[src/rtl/ecc_pkg.sv]
// Shared definitions for the ECC operation sequencer: FSM state encoding,
// operation codes and codeword width codes.
package ecc_pkg;

  typedef enum logic [2:0] {
    ST_IDLE  = 3'd0,
    ST_ENC   = 3'd1,
    ST_NOISE = 3'd2,
    ST_SYN   = 3'd3,
    ST_FIX   = 3'd4,
    ST_DONE  = 3'd5
  } state_t;

  // Operation codes carried on ctrl
  localparam logic [1:0] OP_ENC  = 2'b00;
  localparam logic [1:0] OP_DEC  = 2'b01;
  localparam logic [1:0] OP_FULL = 2'b10;
  localparam logic [1:0] OP_ILL  = 2'b11;

  // Codeword width codes carried on width_sel (10 and 11 both mean 32-bit)
  localparam logic [1:0] WID_8  = 2'b00;
  localparam logic [1:0] WID_16 = 2'b01;
  localparam logic [1:0] WID_32 = 2'b10;

  function automatic logic op_legal(input logic [1:0] code);
    return code != OP_ILL;
  endfunction

  // Decode and full-channel operations present the decoder result
  function automatic logic op_uses_decoder(input logic [1:0] code);
    return (code == OP_DEC) || (code == OP_FULL);
  endfunction

endpackage

[src/rtl/ecc_op_sequencer_if.sv]
// Bundle of request, datapath-status and control/status signals around the
// ECC operation sequencer.
//
// Handshake semantics: start is a single-cycle strobe with no ready; it is
// taken only while busy is low and ctrl is legal, otherwise it is dropped.
// enc_done and syn_done are level-sampled on the rising edge and only while
// the sequencer waits on that particular unit; nof is sampled together with
// syn_done. enc_start, syn_start and operation_done are one-cycle pulses;
// noise_en and fix_load are high for exactly one cycle each.
interface ecc_op_sequencer_if;
  logic       start;
  logic [1:0] ctrl;
  logic [1:0] width_sel;
  logic       enc_done;
  logic       syn_done;
  logic [1:0] nof;
  logic       busy;
  logic       enc_start;
  logic       noise_en;
  logic       syn_start;
  logic       fix_load;
  logic       Small;
  logic       Medium;
  logic       out_sel;
  logic       operation_done;
  logic [1:0] num_of_errors;
  logic       op_timeout;

  // Sequencer side
  modport master (
    input  start, ctrl, width_sel, enc_done, syn_done, nof,
    output busy, enc_start, noise_en, syn_start, fix_load, Small, Medium,
           out_sel, operation_done, num_of_errors, op_timeout
  );

  // Register-file / datapath side
  modport slave (
    output start, ctrl, width_sel, enc_done, syn_done, nof,
    input  busy, enc_start, noise_en, syn_start, fix_load, Small, Medium,
           out_sel, operation_done, num_of_errors, op_timeout
  );
endinterface

[src/rtl/ecc_wait_timer.sv]
// Wait-state cycle counter. Cleared when a wait state is entered, counts
// each cycle spent waiting. expired is high in the last allowed waiting
// cycle (count == TIMEOUT-1); a done arriving in that cycle still wins.
module ecc_wait_timer #(
  parameter int TIMEOUT = 16
) (
  input  logic clk,
  input  logic rst,
  input  logic clear,
  input  logic enable,
  output logic expired
);

  localparam int CW = $clog2(TIMEOUT);
  localparam logic [CW-1:0] LAST = CW'(TIMEOUT - 1);

  logic [CW-1:0] count_q;

  // Count waiting cycles; hold at the last value rather than wrapping
  always_ff @(posedge clk or negedge rst) begin
    if (!rst) begin
      count_q <= '0;
    end else if (clear) begin
      count_q <= '0;
    end else if (enable && (count_q != LAST)) begin
      count_q <= count_q + 1'b1;
    end
  end

  assign expired = (count_q == LAST);

endmodule

[src/rtl/ecc_op_sequencer.sv]
// Control FSM for the ECC datapath. Sequences encode, noise injection,
// syndrome and single-error fix steps, frames the datapath with the width
// flags and output select, and reports completion, error count and timeout.
module ecc_op_sequencer
  import ecc_pkg::*;
#(
  parameter int DATA_WIDTH      = 32,
  parameter int AMBA_ADDR_WIDTH = 20,
  parameter int AMBA_WORD       = 32,
  parameter int TIMEOUT         = 16
) (
  input  logic                clk,
  input  logic                rst,
  ecc_op_sequencer_if.master  bus,
  output state_t              dbg_state
);

  // Elaboration-time guard on the parameter set
  if (TIMEOUT < 2 || TIMEOUT > 31 || DATA_WIDTH < 1 ||
      AMBA_ADDR_WIDTH < 1 || AMBA_WORD < 1) begin : g_param_check
    $error("ecc_op_sequencer: parameter out of range");
  end

  state_t     state_q;
  state_t     state_d;
  logic [1:0] op_q;
  logic       accept;
  logic       capture_nof;
  logic       timed_out;
  logic       timer_clear;
  logic       timer_enable;
  logic       timer_expired;

  ecc_wait_timer #(
    .TIMEOUT (TIMEOUT)
  ) u_wait_timer (
    .clk     (clk),
    .rst     (rst),
    .clear   (timer_clear),
    .enable  (timer_enable),
    .expired (timer_expired)
  );

  // The timer restarts on every entry into ENC or SYN and runs while waiting
  assign timer_clear  = ((state_d == ST_ENC) && (state_q != ST_ENC)) ||
                        ((state_d == ST_SYN) && (state_q != ST_SYN));
  assign timer_enable = (state_q == ST_ENC) || (state_q == ST_SYN);

  assign dbg_state = state_q;

  // Next-state logic and single-cycle event decode
  always_comb begin
    state_d     = state_q;
    accept      = 1'b0;
    capture_nof = 1'b0;
    timed_out   = 1'b0;
    case (state_q)
      ST_IDLE: begin
        if (bus.start && op_legal(bus.ctrl)) begin
          accept  = 1'b1;
          state_d = (bus.ctrl == OP_DEC) ? ST_SYN : ST_ENC;
        end
      end
      ST_ENC: begin
        if (bus.enc_done) begin
          state_d = (op_q == OP_FULL) ? ST_NOISE : ST_DONE;
        end else if (timer_expired) begin
          state_d   = ST_DONE;
          timed_out = 1'b1;
        end
      end
      ST_NOISE: state_d = ST_SYN;
      ST_SYN: begin
        if (bus.syn_done) begin
          state_d     = ST_FIX;
          capture_nof = 1'b1;
        end else if (timer_expired) begin
          state_d   = ST_DONE;
          timed_out = 1'b1;
        end
      end
      ST_FIX:  state_d = ST_DONE;
      ST_DONE: state_d = ST_IDLE;
      default: state_d = ST_IDLE;
    endcase
  end

  // State register
  always_ff @(posedge clk or negedge rst) begin
    if (!rst) begin
      state_q <= ST_IDLE;
    end else begin
      state_q <= state_d;
    end
  end

  // Registered outputs, decoded from the next state so they line up with it
  always_ff @(posedge clk or negedge rst) begin
    if (!rst) begin
      op_q               <= OP_ENC;
      bus.busy           <= 1'b0;
      bus.enc_start      <= 1'b0;
      bus.noise_en       <= 1'b0;
      bus.syn_start      <= 1'b0;
      bus.fix_load       <= 1'b0;
      bus.operation_done <= 1'b0;
      bus.Small          <= 1'b0;
      bus.Medium         <= 1'b0;
      bus.out_sel        <= 1'b0;
      bus.num_of_errors  <= 2'b00;
      bus.op_timeout     <= 1'b0;
    end else begin
      bus.busy           <= (state_d != ST_IDLE);
      bus.enc_start      <= (state_d == ST_ENC) && (state_q != ST_ENC);
      bus.noise_en       <= (state_d == ST_NOISE);
      bus.syn_start      <= (state_d == ST_SYN) && (state_q != ST_SYN);
      bus.fix_load       <= (state_d == ST_FIX);
      bus.operation_done <= (state_d == ST_DONE);
      // Framing and result fields are held until the next accepted start
      if (accept) begin
        op_q              <= bus.ctrl;
        bus.Small         <= (bus.width_sel == WID_8);
        bus.Medium        <= (bus.width_sel == WID_16);
        bus.out_sel       <= op_uses_decoder(bus.ctrl);
        bus.num_of_errors <= 2'b00;
        bus.op_timeout    <= 1'b0;
      end
      if (capture_nof) begin
        bus.num_of_errors <= bus.nof;
      end
      if (timed_out) begin
        bus.op_timeout <= 1'b1;
      end
    end
  end

endmodule

[src/flat_wrapper.sv]
// flat-port wrapper written by rule: the top's interface ports become plain ports
module ecc_op_sequencer_flat import ecc_pkg::*;
#(
  parameter int DATA_WIDTH      = 32,
  parameter int AMBA_ADDR_WIDTH = 20,
  parameter int AMBA_WORD       = 32,
  parameter int TIMEOUT         = 16
)
  (clk, rst, dbg_state, bus_start, bus_ctrl, bus_width_sel, bus_enc_done, bus_syn_done, bus_nof, bus_busy, bus_enc_start, bus_noise_en, bus_syn_start, bus_fix_load, bus_Small, bus_Medium, bus_out_sel, bus_operation_done, bus_num_of_errors, bus_op_timeout);
  ecc_op_sequencer_if bus_i ();
  input  logic clk;
  input  logic rst;
  output state_t dbg_state;
  input wire logic [$bits(bus_i.start)-1:0] bus_start;
  input wire logic [$bits(bus_i.ctrl)-1:0] bus_ctrl;
  input wire logic [$bits(bus_i.width_sel)-1:0] bus_width_sel;
  input wire logic [$bits(bus_i.enc_done)-1:0] bus_enc_done;
  input wire logic [$bits(bus_i.syn_done)-1:0] bus_syn_done;
  input wire logic [$bits(bus_i.nof)-1:0] bus_nof;
  output wire logic [$bits(bus_i.busy)-1:0] bus_busy;
  output wire logic [$bits(bus_i.enc_start)-1:0] bus_enc_start;
  output wire logic [$bits(bus_i.noise_en)-1:0] bus_noise_en;
  output wire logic [$bits(bus_i.syn_start)-1:0] bus_syn_start;
  output wire logic [$bits(bus_i.fix_load)-1:0] bus_fix_load;
  output wire logic [$bits(bus_i.Small)-1:0] bus_Small;
  output wire logic [$bits(bus_i.Medium)-1:0] bus_Medium;
  output wire logic [$bits(bus_i.out_sel)-1:0] bus_out_sel;
  output wire logic [$bits(bus_i.operation_done)-1:0] bus_operation_done;
  output wire logic [$bits(bus_i.num_of_errors)-1:0] bus_num_of_errors;
  output wire logic [$bits(bus_i.op_timeout)-1:0] bus_op_timeout;
  assign bus_i.start = bus_start;
  assign bus_i.ctrl = bus_ctrl;
  assign bus_i.width_sel = bus_width_sel;
  assign bus_i.enc_done = bus_enc_done;
  assign bus_i.syn_done = bus_syn_done;
  assign bus_i.nof = bus_nof;
  assign bus_busy = bus_i.busy;
  assign bus_enc_start = bus_i.enc_start;
  assign bus_noise_en = bus_i.noise_en;
  assign bus_syn_start = bus_i.syn_start;
  assign bus_fix_load = bus_i.fix_load;
  assign bus_Small = bus_i.Small;
  assign bus_Medium = bus_i.Medium;
  assign bus_out_sel = bus_i.out_sel;
  assign bus_operation_done = bus_i.operation_done;
  assign bus_num_of_errors = bus_i.num_of_errors;
  assign bus_op_timeout = bus_i.op_timeout;
  ecc_op_sequencer #(.DATA_WIDTH(DATA_WIDTH), .AMBA_ADDR_WIDTH(AMBA_ADDR_WIDTH), .AMBA_WORD(AMBA_WORD), .TIMEOUT(TIMEOUT)) u_core (.clk(clk), .rst(rst), .bus(bus_i), .dbg_state(dbg_state));
endmodule
[config.mk]
export PLATFORM = sky130hd
export DESIGN_NAME = ecc_op_sequencer_flat
export DESIGN_NICKNAME = d
export VERILOG_FILES = /design/src/rtl/ecc_pkg.sv /design/src/rtl/ecc_op_sequencer_if.sv /design/src/rtl/ecc_wait_timer.sv /design/src/rtl/ecc_op_sequencer.sv /design/src/flat_wrapper.sv
export SDC_FILE = /design/constraint.sdc
export NUM_CORES = 1
export LEC_CHECK = 0
export ABC_AREA = 1
export BUFFER_PORTS_ARGS = -buffer_cell sky130_fd_sc_hd__buf_4
export CORE_ASPECT_RATIO = 0.75
export CORE_UTILIZATION = 51
export CTS_CLUSTER_DIAMETER = 60
export CTS_CLUSTER_SIZE = 28
export DETAILED_ROUTE_END_ITERATION = 10
export PLACE_DENSITY = 0.85
export SLEW_MARGIN = 30
export SYNTH_ARGS = -nofsm -noshare
export SYNTH_HDL_FRONTEND = slang
export SYNTH_SLANG_ARGS = --single-unit
[constraint.sdc]
create_clock -name clk -period 1.6 [get_ports clk]
set_input_delay 0.16 -clock clk [delete_from_list [all_inputs] [get_ports clk]]
set_output_delay 0.16 -clock clk [all_outputs]
set_load 0.03 [all_outputs]
; ---- Yosys cells after proc, flatten, opt, wreduce, memory -nomap -nowiden
; Index checks and enable logic that the tools add are counted.
[op_classes]
mux = 21
addsub = 1
n_reduce_logical = 13
eq_ne = 18
[op_table]
columns = op, n
row1 = 3-bit 2-to-1 mux, 5
row2 = 3-bit one-hot mux with 5 select lines, 1
row3 = 3-bit by 2-bit equality test with 1-bit output (second input constant), 4
row4 = 3-bit equality test (second input constant), 3
row5 = 1-bit 2-to-1 mux, 9
row6 = 4-bit 2-to-1 mux, 2
row7 = 3-bit by 1-bit equality test with 1-bit output (second input constant), 2
row8 = 2-bit 2-to-1 mux, 3
row9 = 2-bit nonzero test, 3
row10 = 4-bit by 1-bit adder with 4-bit output (second input constant), 1
row11 = 2-bit by 1-bit equality test with 1-bit output (second input constant), 2
row12 = 2-bit equality test (second input constant), 2
row13 = 4-bit equality test (second input constant), 1
row14 = 1-bit logical AND, 4
row15 = 4-bit != test (second input constant), 1
row16 = 3-bit logical NOT, 1
row17 = 1-bit logical OR, 3
row18 = 3-bit by 1-bit != test with 1-bit output (second input constant), 1
row19 = 3-bit by 2-bit != test with 1-bit output (second input constant), 1
row20 = 3-bit nonzero test, 1
row21 = 2-bit logical NOT, 1
row22 = 2-bit != test (second input constant), 1
row23 = 1-bit one-hot mux with 2 select lines, 1
[totals]
wordCells = 67
output_inout_bits = 15
ff_bits = 21
inputBits = 11

; ---- Depth between registers and ports, before layout
; Gate-level depths: netlist of run 1.
[logic_depth]
depth_word = 8
ltp_mapped = 10
ltp_nobuf = 10

; ---- By module
; From an unflattened synthesis of run 1, not the netlist that was laid out.
[hier_totals]
hier_cells = 122
hier_area_um2 = 1013.5
[by_module_without_submodules]
columns = mod, instances, area_per_inst_um2, seq_area_each_um2, cells_each
row1 = ecc_op_sequencer, 1, 788.3, 425.4, 93
row2 = ecc_wait_timer, 1, 225.2, 100.1, 29

; ---- Worst setup path before layout of run 1
; OpenSTA, ideal clock, no wires.
[synth_path]
path_kind = register to register
startpoint = register u_core.state_q[2] (netlist: u_core.dbg_state[2])
endpoint = register u_core.u_wait_timer.count_q[0]
setup_ns = 0.120
arrival_ns = 1.360
path_slack_ns = 0.120
n_path_buf = 0
period_less_slack_ns = 1.480
t_required_ns = 1.480
stages_incl_launch_ff = 11
path_cell_list = dfrtp_1 inv_2 nand2_1 nor2_4 nand2_2 nand3_2 nor2_2 nor2_2 nand2_2 nand2_2 nor2_1
[synth_between]
elab_chain_len = 7
elab_cells_between_ends = 21
cone_classes = eq/ne: 8 / mux: 6 / reduce/logical: 7
[synth_rtl]
columns = item, line_no
row1 = start: declaration, ecc_op_sequencer.sv:24  ; state_t state_q;
row2 = start signal: assignment, ecc_op_sequencer.sv:93  ; state_q <= state_d;
row3 = 3-bit 2-to-1 mux, "ecc_op_sequencer.sv:67, ecc_op_sequencer.sv:77"
row4 = 3-bit 2-to-1 mux (on tied branches), "ecc_op_sequencer.sv:74, ecc_op_sequencer.sv:65"
row5 = 3-bit one-hot mux with 5 select lines, ecc_op_sequencer.sv:57  ; case (state_q)
row6 = 3-bit by 1-bit equality test with 1-bit output or 3-bit by 2-bit equality test with 1-bit output (tied branches), "ecc_op_sequencer.sv:45, ecc_op_sequencer.sv:46"
row7 = 1-bit logical AND (on tied branches), "ecc_op_sequencer.sv:45, ecc_op_sequencer.sv:46"
row8 = 1-bit logical OR, ecc_op_sequencer.sv:45  ; assign timer_clear = ((state_d == ST_ENC) && (state_q != ST_ENC)) ||
row9 = 4-bit 2-to-1 mux or 2-bit nonzero test (tied branches), n/a
row10 = end signal: assignment, ecc_wait_timer.sv:26  ; count_q <= count_q + 1'b1;
row11 = end: declaration, ecc_wait_timer.sv:17  ; logic [CW-1:0] count_q;
; Several ways; a longest one is shown, not always the timed one.
; A chain may end at the register's enable or synchronous reset.

; ---- Worst setup path in the final report of run 1
[layout_path]
startpoint = register u_core.u_wait_timer.count_q[0]
endpoint = register u_core.u_wait_timer.count_q[2]
[layout_between]
elab_chain_len = 8
elab_cells_between_ends = 16
cone_classes = add/sub: 1 / eq/ne: 4 / mux: 6 / reduce/logical: 5
[layout_rtl]
columns = item, line_no
row1 = 4-bit equality test, ecc_wait_timer.sv:30  ; assign expired = (count_q == LAST);
row2 = 3-bit 2-to-1 mux, "ecc_op_sequencer.sv:67, ecc_op_sequencer.sv:77"
row3 = 3-bit 2-to-1 mux (on tied branches), "ecc_op_sequencer.sv:74, ecc_op_sequencer.sv:65"
row4 = 3-bit one-hot mux with 5 select lines, ecc_op_sequencer.sv:57
row5 = 3-bit by 1-bit equality test with 1-bit output or 3-bit by 2-bit equality test with 1-bit output (tied branches), "ecc_op_sequencer.sv:45, ecc_op_sequencer.sv:46"
row6 = 1-bit logical AND (on tied branches), "ecc_op_sequencer.sv:45, ecc_op_sequencer.sv:46"
row7 = 1-bit logical OR, ecc_op_sequencer.sv:45
row8 = 4-bit 2-to-1 mux or 2-bit nonzero test (tied branches), n/a
; Several ways; a longest one is shown, not always the timed one. The select of a mux whose other input is x is not followed.

==> results_dict.tcl, run 1 <==
set metrics [dict create \
    outcome "complete, no violations" \
    cp_cell_sequence "ha_2 -> nand3_2 -> nand2_1 -> inv_1 -> nand2_1 -> inv_1 -> nand2_1 -> xor2_1 -> nor2_1" \
    drive_gt1_share_pct 39.7 \
    worstPathArrival_ps 1710 \
    final_antenna_net_count 0 \
    wl_um 2200 \
    coreArea_mm2 0.00184 \
    vdd_drop_max_mv 1.35 \
    hpwlAfterDp_um 1710 \
    cts_buffers 3 \
    dpl.cell_count 165 \
    cp.required_ps 1810 \
    ys_seq_elements 21 \
    synth_area_per_cell_um2 8.97 \
    syn_area_mm2 0.00106 \
    diodes 0 \
    final_max_slew_viol_count 0 \
    grtUsageTotal_pct 23.2 \
    synth-seq-area-share_pct 49.6 \
    hp-class "primary input to flip-flop" \
    dr_total_vias 887 \
    crit_buf_inv 2 \
    finalHoldViolations 0 \
    areaGrowthSynthToFinish_pct 27.5 \
    grt_pass1_vias 897 \
    rsz0062_at_grt "false" \
    fin_cells 173 \
    finClkSkew_ps 3.23 \
    start_kind "flip-flop" \
    htree_levels 1 \
    grt_max_degree 22 \
    via_per_inst 5.13 \
    fmax_mhz 668 \
    r2r_cells 9 \
    max_slew_margin_pct 82.6 \
    synthesis.nets 132 \
    tns_ps 0 \
    setup_viol 0 \
    worstSkewPairLatency_ps 310 \
    tightestPinTransition_ps 261 \
    ys_warn_count 0 \
    initial_core_util_pct 57.6 \
    wire_per_inst_um 12.7 \
    drt_iter0_drc 14 \
    fin_area_mm2 0.00135 \
    period_share_pct 93.6 \
    crit_family "simple AND/OR/NAND/NOR gates" \
    postSynthCellCount 118 \
    ys_types 20 \
    crit_path_top_delay_cell "dfrtp_1" \
    cts_tree "done" \
    fin_crit_ps 1500 \
    crit_top_cell "nand2_1" \
    endpoint_kind "flip-flop" \
    clock-root-buffer "clkbuf_4" \
    clockBufferDepth 2 \
    hold_path_depth 2 \
    layout_setup_ws_ps 102 \
    die_h_um 41.5 \
    clock_sinks 21 \
    critPathMaxStageDelay_ps 410 \
    dieArea_mm2 0.00226 \
    routabilityCongestion 0.977 \
    grt_pass1_wl_um 3770 \
    portBuffers 25 \
    die_w_um 54.6 \
    cp_max_fo 5 \
    cp_num_cells 9 \
    power_density_mw_per_mm2 1990 \
    crit_type "flip-flop to flip-flop" \
    drc 0 \
    maxCapViolCount 0 \
    grt_overflow_total 0 \
    std_cell_rows 13 \
    ios 26 \
    clkTransAtPathRegs_ps 120 \
    first_pass_iters 4 \
    fin_nets 166 \
    leakage_uw 0.000749 \
    place_ws_ps 31.7 \
    placedInstanceArea_mm2 0.00128 \
    antenna_found_initial 0 \
]
==> metal layers <==
layer  up-vias  GRT usage [%]  share of wire (%)  wire length [µm]
li1        434              -                  -                 -
met1       421           31.0                 45               998
met2        30           34.5                 48              1060
met3         2           8.42                5.5               120
met4         0           7.18               0.55                12
met5         -              0                  0                 0
==> cell type report <==
cell class | count | area [µm²]
clock buffers | 3 | 22.5
clock inverters | 1 | 5.00
fillers | 134 | 488
inverters | 18 | 70.1
multi-input cells | 78 | 470
flip-flops and latches | 21 | 527
well taps | 22 | 27.5
repair buffers | 30 | 228
==> placed cells by master (no fill, tap or decap), drive strengths merged, types with 2 or more instances in the layout <==
cell,netlist,routed
clkbuf,0,3
nand2,31,31
o31ai,2,2
dfrtp,21,21
ha,3,3
xor2,3,3
buf,1,29
nand3,12,12
o21ai,4,4
inv,18,18
nand3b,2,2
nor2,16,16
nand4,2,2
==> where the power goes <==
part           leakage [µW]  switching, µW  total, µW  internal, µW
Sequential         0.000274            139        865           725
Clock             0.0000177            166        259          93.4
Combinational      0.000458            990       1560           570
Total              0.000749           1300       2680          1390
==> cells in the mapped netlist, drive strengths merged <==
cell type | n | share of area (%)
a21oi | 1 | 0.47
o21ai | 4 | 1.9
nor2 | 16 | 8.5
o31ai | 2 | 1.4
nand4 | 2 | 2.4
xor2 | 3 | 2.5
nor3 | 1 | 0.47
ha | 3 | 3.5
inv | 18 | 6.4
o21a | 1 | 0.71
nand2 | 31 | 12
nand3b | 2 | 1.4
buf | 1 | 0.47
dfrtp | 21 | 50
nand3 | 12 | 8.0
==> kinds of logic after synthesis <==
group / share of synthesized area, %
fa+ha+maj: 3.55
buf+inv: 6.85
xor+xnor: 2.48
simple gates: 33.0
compound gates: 4.49
flops: 49.6
==> sequential cells by signal, summed over array words and instances (netlist names), 2 cells and up <==
signal,cells
u_core.op_q,2
u_core.bus.num_of_errors,2
u_core.u_wait_timer.count_q,4
u_core.dbg_state,3
==> final timing paths <==
path | slack [ps] | endpoint | from
max | 100 | u_core.u_wait_timer.count_q[2] | u_core.u_wait_timer.count_q[0]
min | 20 | u_core.bus.Small | bus_width_sel[0]
max reg2reg | 100 | u_core.u_wait_timer.count_q[2] | u_core.u_wait_timer.count_q[0]
min reg2reg | 510 | u_core.bus.Medium | u_core.bus.Medium
max in group asynchronous | 1130 | u_core.dbg_state[2] | rst
min in group asynchronous | 250 | u_core.dbg_state[1] | rst
==> worst reg2reg max path: stages, from the launching register on <==
cell and delay (ps):
dfrtp_1 410, ha_2 200, nand3_2 120, nand2_1 90, inv_1 40, nand2_1 150
inv_1 100, nand2_1 80, xor2_1 150, nor2_1 60
==> timing repair <==
action / 4_1_cts / 5_1_grt
endpoints found under the hold margin: 21 / 0
endpoints found under the setup margin: 0 / 5
hold buffers: 1 / 0
setup buffers: 0 / 3
resized for setup: 0 / 5
==> per-stage QoR <==
step / hold slack (ps) / util, % / total power (µW)
after detailed placement: 59.0 / 69.4 / 2320
after floorplan: -136 / - / 1870
final: 22.4 / 73.5 / 2680
after CTS: 21.8 / 71.5 / 2580
after global placement: 54.1 / 69.4 / 2250
after global routing: 16.1 / 73.5 / 2890
(Power assumes the default switching activity.)
==> inputs of run 2 (changes only) <==
--- a/config.mk
+++ b/config.mk
@@ -6,13 +6,13 @@
 export NUM_CORES = 1
 export LEC_CHECK = 0
 export ABC_AREA = 1
-export BUFFER_PORTS_ARGS = -buffer_cell sky130_fd_sc_hd__buf_4
 export CORE_ASPECT_RATIO = 0.75
-export CORE_UTILIZATION = 51
+export CORE_UTILIZATION = 60
 export CTS_CLUSTER_DIAMETER = 60
 export CTS_CLUSTER_SIZE = 28
 export DETAILED_ROUTE_END_ITERATION = 10
-export PLACE_DENSITY = 0.85
+export DONT_BUFFER_PORTS = 1
+export PLACE_DENSITY = 0.84
 export SLEW_MARGIN = 30
 export SYNTH_ARGS = -nofsm -noshare
 export SYNTH_HDL_FRONTEND = slang
==> run 2 against run 1 <==
  * Clock power about the same
  * Global-route usage increased by 2.6 points
  * Total power decreased by 9.3%
  * First-iteration DRC count increased by 36%
  * Via count decreased by 8.8%
  * Cell count decreased by 10%
  * Sequential share of layout area increased by 3.6 points
  * Combinational power decreased by 29%
  * Fmax increased by 2.0%
  * Critical path type unchanged
  * Largest power group unchanged
==> results_dict.tcl, run 2 (synthesized netlist as in run 1, its figures left out) <==
set metrics [dict create \
    r2r-end "u_core.u_wait_timer.count_q[0]" \
    r2r_cells 8 \
    rsz0062_at_grt "false" \
    power_density_mw_per_mm2 1980 \
    top_register "u_core.u_wait_timer.count_q" \
    hold_start "bus_enc_done" \
    tns_ps 0 \
    max_slew_margin_pct 69.0 \
    drc 0 \
    grt_max_degree 22 \
    worstPathArrival_ps 1680 \
    fin_crit_ps 1470 \
    period_share_pct 91.8 \
    drive_gt1_share_pct 26.1 \
    clock-root-buffer "clkbuf_4" \
    p_clk_share_pct 10.7 \
    fin_area_mm2 0.00123 \
    setup_viol 0 \
    crit_type "flip-flop to flip-flop" \
    maxCapViolCount 0 \
    grtUsageTotal_pct 25.8 \
    worstSkewPairLatency_ps 320 \
    grt_overflow_total 0 \
    endpoint_kind "flip-flop" \
    multi_input_area_um2 473 \
    min_to "u_core.bus.noise_en" \
    largest_reg_flops 4 \
    wl_um 2040 \
    p_sw_uw 1220 \
    clockBufferDepth 2 \
    hpwlAfterDp_um 1440 \
    vdd_drop_max_mv 1.27 \
    finClkSkew_ps 1.58 \
    final_max_slew_viol_count 0 \
    initial_core_util_pct 67.8 \
    areaGrowthSynthToFinish_pct 16.4 \
    fmax_mhz 681 \
    start_kind "flip-flop" \
    ios 26 \
    combPwrFrac_pct 45.7 \
    outcome "complete, no violations" \
    drt_iter0_drc 19 \
    placedInstanceArea_mm2 0.00111 \
    final_antenna_net_count 0 \
    cts_buffers 3 \
    die_w_um 50.5 \
    fin_nets 149 \
    dieArea_mm2 0.00194 \
    dr_total_vias 809 \
    htree_levels 1 \
    grt_pass1_wl_um 3370 \
    hp-class "primary input to flip-flop" \
    hold_path_depth 2 \
    tightestPinTransition_ps 464 \
    routabilityCongestion 0.819 \
    std_cell_rows 12 \
    wire_per_inst_um 13.2 \
    leakage_uw 0.000661 \
    r2r_start "u_core.dbg_state[2]" \
    coreArea_mm2 0.00156 \
    p_sw_share_pct 50.1 \
    antenna_found_initial 0 \
    r2r_slack_ps 130 \
    cts_tree "done" \
    cp.required_ps 1820 \
    diodes 0 \
    portBuffers 0 \
    seqPwrFrac_pct 43.6 \
    finalHoldViolations 0 \
    via_per_inst 5.22 \
    clkTransAtPathRegs_ps 110 \
    layout_common_cells "25 x nand2_1, 21 x dfrtp_1, 15 x inv_1, 8 x nor2_1, 7 x dlygate4sd3_1" \
    cp_max_fo 8 \
    clock_sinks 21 \
    die_h_um 38.4 \
    num-fill-cells 105 \
    first_pass_iters 6 \
    grt_pass1_vias 771 \
    power.internal_uw 1220 \
    layout_commonest_cell "nand2_1" \
    regArea_um2 526 \
]
[run 2: cell types whose count changed in the layout (fill, tap and decap cells not counted)]
cell           delta
nand2_1           -1
nor2_2            -2
buf_4            -24
inv_4             -1
ha_2              -1
dlygate4sd3_1     +6
inv_2             +1
buf_2             +1
nor2_1            +1
ha_1              +1
dfrtp_2           -1
nor2_4            +1
nand2_2           +1
dfrtp_1           +1
[run 2: worst max-delay path by stage]
stage / from / end / slack, ps / cells past startpoint
after CTS: u_core.u_wait_timer.count_q[0] / u_core.u_wait_timer.count_q[2] / 20 / 9
after floorplan: u_core.dbg_state[2] / u_core.u_wait_timer.count_q[0] / 120 / 10
after global routing: u_core.u_wait_timer.count_q[0] / u_core.u_wait_timer.count_q[3] / 10 / 9
final: u_core.dbg_state[2] / u_core.u_wait_timer.count_q[0] / 130 / 8
after detailed placement: u_core.u_wait_timer.count_q[0] / u_core.u_wait_timer.count_q[2] / 50 / 9
after global placement: u_core.u_wait_timer.count_q[0] / u_core.u_wait_timer.count_q[2] / 130 / 9
[run 2: layer usage]
layer  routed length, µm  GRT usage [%]
met4                  39           12.5
met2                 998           41.7
met1                 877           31.3
met5                   0              0
met3                 124           9.13
[run 2: stage by stage]
stage                     utilization, %  power (µW)  worst slack [ps]  hold slack, ps  std cells
after floorplan                        -        1870               120            -136        118
after global placement              71.1        2080               128            -135        142
after detailed placement            71.1        2120              50.1            -135        142
after CTS                           77.3        2400              21.5            21.9        153
after global routing                78.9        2610              11.6            24.5        155
final                               78.9        2430               132            23.1        155
[run 2: layout make-up]
class / instances / share of cell area (%)
clock buffer: 3 / 1.83
clock inverter: 1 / 0.406
inverter: 18 / 5.48
multi-input combinational: 78 / 38.4
sequential: 21 / 42.6
tap: 21 / 2.13
timing repair buffer: 13 / 9.14
[run 2: worst max-delay path, stage by stage, from the launching register on]
cell and delay, ps:
dfrtp_1 410, inv_2 150, nand2_1 110, nor2_4 170
nand3_2 90, nand3_2 140, nand3b_1 130, nand2_2 120
nor2_1 50
[run 2: power by group through the flow]
stage	sequential [µW]	combinational (µW)	clock, µW
after CTS	1050	1080	266
after floorplan	1110	762	0
after global placement	1060	1020	0
after detailed placement	1070	1060	0
after global routing	1090	1240	287
final	1060	1110	261
[run 2: what timing repair did]
item	CTS	global route
gates resized for setup	0	3
hold endpoints to repair	27	21
buffers inserted	0	1
hold buffers	7	1
setup endpoints to repair	0	4
==> inputs of run 3 (changes only) <==
--- a/config.mk
+++ b/config.mk
@@ -6,7 +6,6 @@
 export NUM_CORES = 1
 export LEC_CHECK = 0
 export ABC_AREA = 1
-export CORE_ASPECT_RATIO = 0.75
 export CORE_UTILIZATION = 60
 export CTS_CLUSTER_DIAMETER = 60
 export CTS_CLUSTER_SIZE = 28
@@ -16,4 +15,5 @@
 export SLEW_MARGIN = 30
 export SYNTH_ARGS = -nofsm -noshare
 export SYNTH_HDL_FRONTEND = slang
+export SYNTH_HIERARCHICAL = 1
 export SYNTH_SLANG_ARGS = --single-unit
==> run 3 against run 2 <==
  * The flow now finishes with violations (negative setup slack)
  * Flip-flop and latch count unchanged
  * Register-to-register slack got worse by 390 ps
  * Global-route usage increased by 6.2 points
  * Combinational power increased by 48%
  * Critical path depth increased by 5
  * Cell count increased by 11%
  * Sequential share of layout area decreased by 3.5 points
  * Largest cell class unchanged
==> results_dict.tcl, run 3 <==
set metrics [dict create \
    drt_iter0_drc 42 \
    finClkSkew_ps 8.60 \
    crit_top_cell "nand2_1" \
    first_pass_iters 4 \
    r2r_cells 13 \
    ys_seq_elements 21 \
    initial_core_util_pct 65.7 \
    finalHoldViolations 0 \
    vdd_drop_max_mv 1.55 \
    via_per_inst 5.91 \
    ys_warn_count 6 \
    hold_start "bus_ctrl[1]" \
    p_sw_share_pct 49.5 \
    min_to "u_core/op_q[1]" \
    cts_buffers 3 \
    yosysTopAreaCell "dfrtp_1" \
    antenna_found_initial 0 \
    synth_top_family_by_area "simple AND/OR/NAND/NOR gates" \
    clkTransAtPathRegs_ps 130 \
    period_share_pct 116 \
    grt_pass1_vias 979 \
    critPathMaxStageDelay_ps 410 \
    clock-root-buffer "clkbuf_4" \
    clock_sinks 21 \
    hold_path_depth 2 \
    crit_type "flip-flop to flip-flop" \
    ys_types 19 \
    worstPathArrival_ps 2070 \
    synth-compound-area-share_pct 4.32 \
    synth_edf_count 0 \
    r2r_slack_ps -250 \
    fin_nets 171 \
    fmax_mhz 539 \
    yosys.area_share.simple_pct 31.7 \
    synth_top_area_share_pct 51.9 \
    grtUsageTotal_pct 32.0 \
    layout_common_cells "34 x nand2_1, 21 x buf_4, 20 x dfrtp_1, 15 x inv_1, 10 x nand3_1" \
    syn_area_mm2 0.00101 \
    r2r_start "u_core/u_wait_timer/count_q[1]" \
    outcome "complete, but fails checks" \
    crit_path_top_delay_cell "dfrtp_1" \
    ys.flop_type "dfrtp_1" \
    synth_xor_area_share_pct 0.864 \
    hp-class "primary input to flip-flop" \
    std_cell_rows 14 \
    power.internal_uw 1500 \
    p_clk_share_pct 9.0 \
    die_h_um 43.1 \
    portBuffers 0 \
    synth_most_common_cell "nand2_1" \
    cp_max_fo 4 \
    drive_gt1_share_pct 32.1 \
    cp.required_ps 1810 \
    hpwlAfterDp_um 1670 \
    rsz0062_at_grt "true" \
    synth_mux_area_share_pct 0 \
    cts_tree "done" \
    violations "negative setup slack" \
    layout_setup_ws_ps -254 \
    areaGrowthSynthToFinish_pct 33.0 \
    dr_total_vias 1017 \
    die_w_um 43.1 \
    synth-seq-area-share_pct 51.9 \
    utilization_pct 87.4 \
    clockBufferDepth 2 \
    final_max_slew_viol_count 0 \
    power_density_mw_per_mm2 2210 \
    leakage_uw 0.000759 \
    start_kind "flip-flop" \
    grt_overflow_total 0 \
    wire_per_inst_um 17.1 \
    layout_commonest_cell "nand2_1" \
    fin_crit_ps 1850 \
    crit_buf_inv 2 \
    postSynthCellCount 122 \
    synthTopCellsByCount "36 x nand2_1, 21 x dfrtp_1, 18 x inv_1" \
    grt_max_degree 22 \
    grt_pass1_wl_um 4260 \
    seqPwrFrac_pct 35.8 \
    synth_area_per_cell_um2 8.31 \
    drc 0 \
    setup_viol 5 \
    max_slew_margin_pct 68.2 \
    synthesis.nets 136 \
    combPwrFrac_pct 55.2 \
    synth-adder-area-share_pct 3.70 \
    top_register "u_core/u_wait_timer/count_q" \
    largest_reg_flops 4 \
    cp_cell_sequence "ha_2 -> nand3_2 -> inv_2 -> nor2_4 -> nand2_1 -> a21boi_1 -> nand2_1 -> nor2_2 -> nand2_2 -> nand2_2 -> inv_2 -> nand4_1 -> nand2_1" \
    htree_levels 1 \
    crit_family "simple AND/OR/NAND/NOR gates" \
    num-fill-cells 72 \
    hold_ws_ps 16.0 \
    endpoint_kind "flip-flop" \
    p_sw_uw 1470 \
    wl_um 2940 \
    worstSkewPairLatency_ps 320 \
    diodes 0 \
    ios 26 \
    dieArea_mm2 0.00186 \
    coreArea_mm2 0.00154 \
    routabilityCongestion 0.803 \
    synthArstFlopShare_pct 100 \
    tightestPinTransition_ps 476 \
    final_antenna_net_count 0 \
    r2r-end "u_core/u_wait_timer/count_q[3]" \
    synth_top_cells_by_area "dfrtp_1 52%, nand2_1 13%, inv_1 6.7%, nand3_1 6.4%, ha_1 3.7%" \
    maxCapViolCount 0 \
]
## run 3: kinds of logic (layout without fill, tap and decap cells)
logic type      count (synthesis)  after routing
simple gates                   70             70
buf+inv                        20             54
xor+xnor                        1              1
compound gates                  7              7
fa+ha+maj                       3              3
flops                          21             21
## run 3: per-stage QoR
| stage | power [µW] | cells | area, µm² | TNS, ps | setup WS [ps] |
|---|---|---|---|---|---|
| floorplan | 1900 | 122 | 1030 | -102 | -36.9 |
| global placement | 2290 | 151 | 1150 | -43.0 | -21.5 |
| detailed placement | 2360 | 151 | 1150 | -304 | -99.6 |
| CTS | 2790 | 170 | 1310 | -123 | -56.3 |
| global route | 3130 | 172 | 1350 | -1340 | -296 |
| finish | 2980 | 172 | 1350 | -1050 | -254 |
## run 3: area by class of cell
| cell class | count | area, µm² | share of cell area [%] |
|---|---|---|---|
| inverters | 19 | 71.3 | 5.29 |
| clock inverters | 1 | 5.00 | 0.371 |
| well taps | 16 | 20.0 | 1.49 |
| flip-flops and latches | 21 | 527 | 39.1 |
| multi-input cells | 81 | 447 | 33.1 |
| repair buffers | 31 | 255 | 18.9 |
| clock buffers | 3 | 22.5 | 1.67 |
## run 3: worst max-delay path by stage
stage | depth (start not counted) | startpoint | slack, ps | end
floorplan | 14 | u_core/u_wait_timer/count_q[0] | -40 | u_core/u_wait_timer/count_q[3]
global placement | 13 | u_core/u_wait_timer/count_q[1] | -20 | u_core/u_wait_timer/count_q[3]
detailed placement | 14 | u_core/u_wait_timer/count_q[0] | -100 | u_core/u_wait_timer/count_q[3]
CTS | 13 | u_core/u_wait_timer/count_q[0] | -60 | u_core/u_wait_timer/count_q[3]
global route | 13 | u_core/u_wait_timer/count_q[1] | -300 | u_core/u_wait_timer/count_q[3]
finish | 13 | u_core/u_wait_timer/count_q[1] | -250 | u_core/u_wait_timer/count_q[3]
## run 3: per-layer routing
metal	vias up	part of all wire (%)	GRT usage [%]
li1	460	-	-
met1	493	37	34.2
met2	54	55	57.6
met3	10	6.5	10.2
met4	0	1.7	12.1
met5	-	0	0
## run 3: power groups by stage
stage / Clock (µW) / Sequential (µW) / Combinational, µW
6_report: 268 / 1070 / 1640
5_1_grt: 294 / 1080 / 1750
4_1_cts: 261 / 1060 / 1470
3_5_place_dp: 0 / 1070 / 1290
3_3_place_gp: 0 / 1050 / 1230
2_1_floorplan: 0 / 1120 / 775
## run 3: repair_timing
action / 4_1_cts / 5_1_grt
setup buffers: 9 / 1
pin swaps: 6 / 7
hold buffers: 6 / 2
hold endpoints to repair: 26 / 22
resized for setup: 2 / 8
setup endpoints to repair: 4 / 7
